`config.mk`:
```
export PLATFORM = sky130hd
export DESIGN_NAME = pio_write_sched_flat
export DESIGN_NICKNAME = d
export VERILOG_FILES = /design/src/rtl/pio_write_sched_pkg.sv /design/src/rtl/pio_write_sched_if.sv /design/src/rtl/pio_rr_arbiter.sv /design/src/rtl/pio_write_sched.sv /design/src/flat_wrapper.sv
export SDC_FILE = /design/constraint.sdc
export NUM_CORES = 1
export LEC_CHECK = 0
export ABC_CLOCK_PERIOD_IN_PS = 2670
export CAP_MARGIN = 10
export CORE_UTILIZATION = 37
export DETAILED_ROUTE_END_ITERATION = 12
export HOLD_SLACK_MARGIN = 0.05
export PLACE_DENSITY = 0.77
export SYNTH_ARGS = -nofsm -noshare
export SYNTH_HDL_FRONTEND = slang
export SYNTH_SLANG_ARGS = --single-unit
```
`constraint.sdc`:
```
create_clock -name clk -period 2.67 [get_ports clk]
set_clock_uncertainty 0.15 [all_clocks]
set_input_delay 0.4005 -clock clk [delete_from_list [all_inputs] [get_ports clk]]
set_output_delay 0.4005 -clock clk [all_outputs]
set_load 0.01 [all_outputs]
```
`src/rtl/pio_write_sched_pkg.sv`:
```
// Shared types and constants for the PIO write scheduler.
package pio_sched_pkg;

    typedef enum logic [1:0] {
        ST_IDLE     = 2'd0,
        ST_WRITE    = 2'd1,
        ST_READBACK = 2'd2,
        ST_DONE     = 2'd3
    } state_t;

    localparam logic [1:0] PIO_DATA_ADDR = 2'd0;
    localparam int         PIO_DATA_W    = 12;

endpackage

```
`src/rtl/pio_write_sched_if.sv`:
```
// Avalon-MM link between the write scheduler (master) and the PIO slave.
interface pio_write_sched_if;

    logic [1:0]  avm_address;
    logic        avm_chipselect;
    logic        avm_write_n;
    logic [31:0] avm_writedata;
    logic [31:0] avm_readdata;

    modport master (
        output avm_address, avm_chipselect, avm_write_n, avm_writedata,
        input  avm_readdata
    );

    modport slave (
        input  avm_address, avm_chipselect, avm_write_n, avm_writedata,
        output avm_readdata
    );

endinterface

```
`src/rtl/pio_rr_arbiter.sv`:
```
// Combinational round-robin arbiter: one-hot grant to the first request at or above ptr.
module pio_rr_arbiter #(
    parameter int NUM_REQ = 4
) (
    input  logic [NUM_REQ-1:0]                                req,
    input  logic [((NUM_REQ > 1) ? $clog2(NUM_REQ) : 1)-1:0]  ptr,
    output logic [NUM_REQ-1:0]                                grant
);

    localparam int PTR_W = (NUM_REQ > 1) ? $clog2(NUM_REQ) : 1;

    logic [PTR_W:0] idx;
    logic           found;

    always_comb begin
        grant = '0;
        found = 1'b0;
        idx   = '0;
        for (int k = 0; k < NUM_REQ; k++) begin
            // Wrap the search index without a modulo operator.
            idx = {1'b0, ptr} + (PTR_W + 1)'(k);
            if (idx >= (PTR_W + 1)'(NUM_REQ)) begin
                idx = idx - (PTR_W + 1)'(NUM_REQ);
            end
            if (!found && req[idx[PTR_W-1:0]]) begin
                grant[idx[PTR_W-1:0]] = 1'b1;
                found                 = 1'b1;
            end
        end
    end

endmodule

```
`src/rtl/pio_write_sched.sv`:
```
// Round-robin Avalon-MM writer sharing one PIO output register between NUM_REQ requesters.
// Optional PIO_READBACK_EN adds a readback cycle and a sticky rb_error mismatch flag.
module pio_write_sched
    import pio_sched_pkg::*;
#(
    parameter int NUM_REQ = 4,
    parameter int DATA_W  = PIO_DATA_W
) (
    input  logic                      clk,
    input  logic                      reset,
    input  logic [NUM_REQ-1:0]        req,
    input  logic [NUM_REQ*DATA_W-1:0] req_data,
    output logic [NUM_REQ-1:0]        ack,
    output logic                      busy,
    output logic [DATA_W-1:0]         last_value,
    pio_write_sched_if.master         avm,
    output logic                      rb_error,
    output state_t                    state
);

    localparam int PTR_W = (NUM_REQ > 1) ? $clog2(NUM_REQ) : 1;

    state_t              state_q, next_state;
    logic [PTR_W-1:0]    ptr_q, grant_idx_q, sel_idx;
    logic [DATA_W-1:0]   data_q, sel_data;
    logic [NUM_REQ-1:0]  sel_grant, ack_d;
    logic                cs_d, wn_d, busy_d;
    logic [31:0]         wd_d;
    logic                cs_q, wn_q;
    logic [31:0]         wd_q;
    logic                unused_readdata;

    pio_rr_arbiter #(.NUM_REQ(NUM_REQ)) u_arb (
        .req   (req),
        .ptr   (ptr_q),
        .grant (sel_grant)
    );

    always_comb begin
        sel_idx = '0;
        for (int i = 0; i < NUM_REQ; i++) begin
            if (sel_grant[i]) sel_idx = PTR_W'(i);
        end
        sel_data = req_data[sel_idx*DATA_W +: DATA_W];
    end

    always_ff @(posedge clk) begin
        if (reset) state_q <= ST_IDLE;
        else       state_q <= next_state;
    end

    always_comb begin
        next_state = state_q;
        case (state_q)
            ST_IDLE:     if (|req) next_state = ST_WRITE;
`ifdef PIO_READBACK_EN
            ST_WRITE:    next_state = ST_READBACK;
`else
            ST_WRITE:    next_state = ST_DONE;
`endif
            ST_READBACK: next_state = ST_DONE;
            ST_DONE:     next_state = ST_IDLE;
            default:     next_state = ST_IDLE;
        endcase
    end

    // Outputs are decoded from next_state so the registered copies line up with the state.
    always_comb begin
        cs_d   = (next_state == ST_WRITE) || (next_state == ST_READBACK);
        wn_d   = (next_state != ST_WRITE);
        wd_d   = (next_state == ST_WRITE) ? {{(32-DATA_W){1'b0}}, sel_data} : 32'd0;
        ack_d  = (next_state == ST_DONE) ? (NUM_REQ'(1) << grant_idx_q) : '0;
        busy_d = (next_state != ST_IDLE);
    end

    always_ff @(posedge clk) begin
        if (reset) begin
            cs_q        <= 1'b0;
            wn_q        <= 1'b1;
            wd_q        <= '0;
            ack         <= '0;
            busy        <= 1'b0;
            last_value  <= '0;
            ptr_q       <= '0;
            grant_idx_q <= '0;
            data_q      <= '0;
        end else begin
            cs_q <= cs_d;
            wn_q <= wn_d;
            wd_q <= wd_d;
            ack  <= ack_d;
            busy <= busy_d;
            if (state_q == ST_IDLE && |req) begin
                grant_idx_q <= sel_idx;
                data_q      <= sel_data;
            end
            if (next_state == ST_DONE) begin
                last_value <= data_q;
                ptr_q      <= (grant_idx_q == PTR_W'(NUM_REQ - 1)) ? '0 : grant_idx_q + 1'b1;
            end
        end
    end

`ifdef PIO_READBACK_EN
    always_ff @(posedge clk) begin
        if (reset) begin
            rb_error <= 1'b0;
        end else if (state_q == ST_READBACK && avm.avm_readdata[DATA_W-1:0] != data_q) begin
            rb_error <= 1'b1;
        end
    end
`else
    assign rb_error = 1'b0;
`endif

    assign unused_readdata    = ^avm.avm_readdata;
    assign avm.avm_address    = PIO_DATA_ADDR;
    assign avm.avm_chipselect = cs_q;
    assign avm.avm_write_n    = wn_q;
    assign avm.avm_writedata  = wd_q;
    assign state              = state_q;

endmodule

```
`src/flat_wrapper.sv`:
```
// flat-port wrapper written by rule: the top's interface ports become plain ports
module pio_write_sched_flat import pio_sched_pkg::*;
#(
    parameter int NUM_REQ = 4,
    parameter int DATA_W  = PIO_DATA_W
)
  (clk, reset, req, req_data, ack, busy, last_value, rb_error, state, avm_avm_address, avm_avm_chipselect, avm_avm_write_n, avm_avm_writedata, avm_avm_readdata);
  pio_write_sched_if avm_i ();
  input  logic clk;
  input  logic reset;
  input  logic [NUM_REQ-1:0] req;
  input  logic [NUM_REQ*DATA_W-1:0] req_data;
  output logic [NUM_REQ-1:0] ack;
  output logic busy;
  output logic [DATA_W-1:0] last_value;
  output logic rb_error;
  output state_t state;
  output wire logic [$bits(avm_i.avm_address)-1:0] avm_avm_address;
  output wire logic [$bits(avm_i.avm_chipselect)-1:0] avm_avm_chipselect;
  output wire logic [$bits(avm_i.avm_write_n)-1:0] avm_avm_write_n;
  output wire logic [$bits(avm_i.avm_writedata)-1:0] avm_avm_writedata;
  input wire logic [$bits(avm_i.avm_readdata)-1:0] avm_avm_readdata;
  assign avm_avm_address = avm_i.avm_address;
  assign avm_avm_chipselect = avm_i.avm_chipselect;
  assign avm_avm_write_n = avm_i.avm_write_n;
  assign avm_avm_writedata = avm_i.avm_writedata;
  assign avm_i.avm_readdata = avm_avm_readdata;
  pio_write_sched #(.NUM_REQ(NUM_REQ), .DATA_W(DATA_W)) u_core (.clk(clk), .reset(reset), .req(req), .req_data(req_data), .ack(ack), .busy(busy), .last_value(last_value), .avm(avm_i), .rb_error(rb_error), .state(state));
endmodule
```
# Yosys cells after proc, flatten, opt, wreduce, memory -nomap -nowiden
# Index checks and enable logic that the tools add are counted.
dict set report op_classes {
  addsub 8
  bitwise 5
  div_mod_pow 0
  n_lt_le_gt_ge 12
  mul 1
  n_reduce_logical 18
  shift 2
  n_mux 33
  eq_ne 8
}
# cell count
set op_table {}
lappend op_table {{48-bit by 7-bit indexed part select with 12-bit output} 1}
lappend op_table {{2-bit two-way mux} 8}
lappend op_table {{4-bit two-way mux} 4}
lappend op_table {{2-bit by 3-bit less-than comparator with 1-bit output, second input constant} 4}
lappend op_table {{1-bit two-way mux} 12}
lappend op_table {{4-bit OR} 3}
lappend op_table {{2-bit == test, second input constant} 5}
lappend op_table {{3-bit >= comparator, second input constant} 3}
lappend op_table {{1-bit binary-select mux with 2-bit select} 4}
lappend op_table {{1-bit demux with 2-bit select} 4}
lappend op_table {{2-bit by 1-bit >= comparator with 1-bit output, second input constant} 4}
lappend op_table {{1-bit logical AND} 8}
lappend op_table {{2-bit by 1-bit subtractor with 2-bit output, second input constant} 4}
lappend op_table {{2-bit by 2-bit adder with 3-bit output, second input constant} 2}
lappend op_table {{2-bit case mux with 3 select lines} 1}
lappend op_table {{2-bit OR reduction} 3}
lappend op_table {{2-bit by 1-bit == test with 1-bit output, second input constant} 2}
lappend op_table {{2-bit by 2-bit multiplier with 4-bit output, second input constant} 1}
lappend op_table {{4-bit OR reduction} 1}
lappend op_table {{1-bit by 2-bit << shifter with 4-bit output, first input constant} 1}
lappend op_table {{2-bit by 1-bit adder with 3-bit output, second input constant} 1}
lappend op_table {{2-bit by 3-bit >= comparator with 1-bit output, second input constant} 1}
lappend op_table {{1-bit logical NOT} 3}
lappend op_table {{2-bit by 1-bit adder with 2-bit output, second input constant} 1}
lappend op_table {{other kinds (5)} 6}
dict set report totals {
  elab_cells 98
  mem_bits_rw 0
  out_inout_bits 56
  latchBits 0
  mem_bits_ro 0
  n_memories 0
  register_bits 69
}

# Longest topological paths before layout
dict set report logic_depth {
  ltp_word 19
  mapped_depth 10
}

# By module
# A second synthesis with hierarchy kept.
dict set report unflattened {
  cells_unflattened 237
  area_unflattened_um2 2397.3
}
# module area_per_inst_um2 cells_each instances
set modules_own_cells {}
lappend modules_own_cells {pio_write_sched 2094.5 207 1}
lappend modules_own_cells {pio_rr_arbiter 302.8 30 1}

# Worst setup path after synthesis
# No wires, ideal clock.
dict set report synth_timing {
  kind {register -> register}
  startpoint {register u_core.ptr_q[0]}
  endpoint {register u_core.data_q[4]}
  setup_slack_ns -0.290
  t_required_ns 2.380
  path_buffers 1
  arrival_time_ns 2.670
  setup_ns 0.140
  stages_incl_launch_ff 10
  cell_sequence {dfxtp_1 -> inv_1 -> ha_1 -> or3b_1 -> a2111oi_1 -> o21ai_0 -> clkbuf_2 -> and4_4 -> o211ai_2 -> a41oi_2}
}
dict set report synth_between {
  elab_chain_len 19
}
# item line_no
set synth_lines {}
lappend synth_lines {{from (decl)} pio_write_sched.sv:24} ;# logic [PTR_W-1:0] ptr_q, grant_idx_q, sel_idx;
lappend synth_lines {{from (signal assigned)} pio_write_sched.sv:99} ;# ptr_q <= (grant_idx_q == PTR_W'(NUM_REQ - 1)) ? '0 : grant_idx_q + 1'b1;
lappend synth_lines {{parallel branches: the longest is 13 deep, another holds 2-bit by 1-bit adder with 3-bit output} -}
lappend synth_lines {{4-bit two-way mux *} pio_rr_arbiter.sv:25} ;# if (!found && req[idx[PTR_W-1:0]]) begin
lappend synth_lines {{1-bit two-way mux} pio_write_sched.sv:42} ;# if (sel_grant[i]) sel_idx = PTR_W'(i);
lappend synth_lines {{2-bit two-way mux} pio_write_sched.sv:42}
lappend synth_lines {{2-bit two-way mux *} pio_write_sched.sv:42}
lappend synth_lines {{2-bit by 2-bit multiplier with 4-bit output *} pio_write_sched.sv:44} ;# sel_data = req_data[sel_idx*DATA_W +: DATA_W];
lappend synth_lines {{48-bit by 7-bit indexed part select with 12-bit output *} pio_write_sched.sv:44}
lappend synth_lines {{to (signal assigned)} pio_write_sched.sv:95} ;# data_q <= sel_data;
lappend synth_lines {{to (decl)} pio_write_sched.sv:25} ;# logic [DATA_W-1:0] data_q, sel_data;
# Mark *: on every way between the ends. The select of a mux whose other input is x is not followed.
# A chain may end at the register's enable or synchronous reset.

# Final worst setup path
dict set report layout_timing {
  startpoint {register u_core.ptr_q[1]}
  endpoint {register u_core.data_q[0]}
}
# The elaborated chain is that of the path after synthesis.

==> metrics.yaml <==
status: "finished clean"
clk_latency_ns: 0.30
grt_overflow: 0
crit_path_max_incr_delay_ns: 0.38
syn_to_final_growth_pct: 48.1
vias: 2645
clkSinkCount: 49
port_buffers: 86
cts_max_path_buffers: 2
p_leak_uw: 0.00169
ys_ff_latch: 49
critPathKind: "flip-flop to flip-flop"
num_antenna_cells: 0
fin_util_pct: 57.7
synthCells: 305
cts_made_buffers: 5
ys_seq_area_share_pct: 34.0
timing.fmax_mhz: 384
worst_setup_path_end_kind: "flip-flop"
die_x_um: 90.3
synth_commonest_cells: "dfxtp_1, buf_4, nor2_1"
crit_fanout: 4
ir_drop_mv: 0.511
synthAdderAreaFrac_pct: 5.20
drt_pass1_iterations: 4
fin_nets: 511
slew_viol_final: 0
synth_area_leader_cell: "dfxtp_1"
initial_utilization_pct: 39.0
cap_violations: 0
hold_start: "u_core.last_value[5]$_SDFFE_PP0N_"
netlist-cell-type-count: 45
grt.total_usage_pct: 19.0
dp_hpwl_um: 5890
die_y_um: 90.3
synthXorXnorAreaFrac_pct: 0
synth_area_leaders: "dfxtp_1, buf_4, ha_1"
hold_path.class: "flip-flop to flip-flop"
drt_iter0_drc: 218
die_area_mm2: 0.00816
tns_ns: 0
crit_slowest_cell: "or3b_4"
wl_um: 8040
startpoint: "u_core.ptr_q[1]$_SDFFE_PP0N_"
hold_viol: 0
fp-row-count: 31
gp_congestion: 0.859
powerDensity_mw_per_mm2: 1190
antenna_found_initial: 0
finalSetupViolCount: 0
synth_compound_area_share_pct: 23.7
fin_crit_ns: 2.60
h-tree-depth: 2
synth_ff_type: "dfxtp_1"
wire_per_inst_um: 15.7
post-place-ws_ns: -0.594
timing.final.crit_share_pct: 97.5
synth_edf_count: 0
ios: 142
synth-simple-area-share_pct: 17.2
rsz0062_at_grt: "yes"
drc: 0
cts_tree: "yes"
crit_chain: "inv_4 > ha_4 > or3b_4 > a2111oi_4 > buf_4 > o21ai_4 > buf_6 > and4_1 > o211ai_1 > a41oi_2"
vias_per_cell: 5.16
root_buffer: "clkbuf_8"
async_flop_share_pct: 0
coreArea_mm2: 0.00741
grt_pass1_vias: 2522
syn_area_mm2: 0.00289
yosysWarnings: 0
grt_pass1_wl_um: 12400
stdcell_area_mm2: 0.00427
syn_area_per_cell_um2: 9.46
synth.area.mux_share_pct: 7.46
synth_top_family_by_area: "compound AO/OA/AOI/OAI gates"
slew-limit-headroom_pct: 64.4
grt_max_degree: 28
worst_pin_slew_ns: 0.533
cp-start-kind: "flip-flop"
cp.arrival_ns: 2.63
cp_data_required_time_ns: 2.69
r2r-start: "u_core.ptr_q[1]$_SDFFE_PP0N_"
synth.most_common_cell: "dfxtp_1"
cts.clk_slew.worst_paths_ns: 0.09
drive_gt1_share_pct: 22.7
ant_nets: 0
placed_area_mm2: 0.00407
timing.final.ws_setup_ns: 0.0674
synth_top_area_share_pct: 34.0
-- layout make-up --
class	count	area [um2]
fillers	612	3130
inverters	19	73.8
clock inverters	1	5.00
clock buffers	7	96.3
well taps	99	124
repair buffers	124	1260
flip-flops and latches	49	986
multi-input cells	214	1720
-- cells by family (layout without fill, tap and decap cells) --
logic type                 count (synthesis)  after routing
and+or+nand+nor                           89             89
AOI/OAI and AO/OA                         73             73
buffers and inverters                     64            151
DFF                                       49             49
muxes                                     17             17
adders and majority gates                 12             12
other                                      1             23
-- routing by layer --
metal	vias up	part of all wire (%)	global-route usage (%)	wire (um)
li1	1278	-	-	-
met1	1245	46	25.6	3720
met2	110	45	29.4	3630
met3	12	6.1	3.79	492
met4	0	2.4	7.80	192
met5	-	0	0	0
-- report_power, final --
group | internal, uW | switching, uW
logic | 1750 | 1650
clock network | 234 | 246
registers | 1050 | 179
total | 3030 | 2070
-- registers in the layout, summed over array words and instances, names as in the netlist --
name,count
u_core.avm.avm_writedata,12
u_core.data_q,12
u_core.last_value,12
u_core.ack,4
u_core.grant_idx_q,2
u_core.ptr_q,2
u_core.state,2
u_core.avm.avm_chipselect,1
u_core.avm.avm_write_n,1
u_core.busy,1
-- critical path, delay by kind of cell, from the launching register on --
family	cells	cell delay [ns]
AO/OA/AOI/OAI	4	0.79
adder cells (fa/ha/maj)	1	0.25
buffers and inverters	3	0.38
flip-flops	1	0.36
AND/OR/NAND/NOR	2	0.55
-- final timing paths --
check                                      end  cells past startpoint  slack [ns]
max reg2reg      u_core.data_q[0]$_SDFFE_PP0P_                     10        0.07
min          u_core.last_value[5]$_SDFFE_PP0N_                      2        0.35
max              u_core.data_q[0]$_SDFFE_PP0P_                     10        0.07
min reg2reg  u_core.last_value[5]$_SDFFE_PP0N_                      2        0.35
-- through the flow --
step	hold slack, ns	total power [uW]	std cells
after floorplan	0.298	3160	327
after global placement	0.324	4400	498
after detailed placement	0.333	4460	498
after CTS	0.354	5030	510
after global routing	0.383	5410	513
final	0.353	5100	513
-- cell usage in the layout (no fill, tap or decap), drive strengths merged, types with 2 or more instances in the layout --
cell type	n
mux2i	14
clkbuf	8
a31oi	24
and2	2
a41oi	12
dfxtp	49
a2111oi	2
buf	38
dlygate4sd2	3
clkdlybuf4s50	82
and4	12
o21ai	4
or2b	4
o21bai	12
nand3b	3
mux4	3
o211ai	12
nor2	24
ha	12
nor2b	2
inv	19
nand2	20
conb	23
nand3	13
or3b	3
-- repair_timing --
action	4_1_cts	5_1_grt
resized for setup	14	9
buffers inserted	5	3
pin swaps	12	4
endpoints found under the setup margin	25	25
hold buffers	0	0
(Power assumes the default switching activity.)
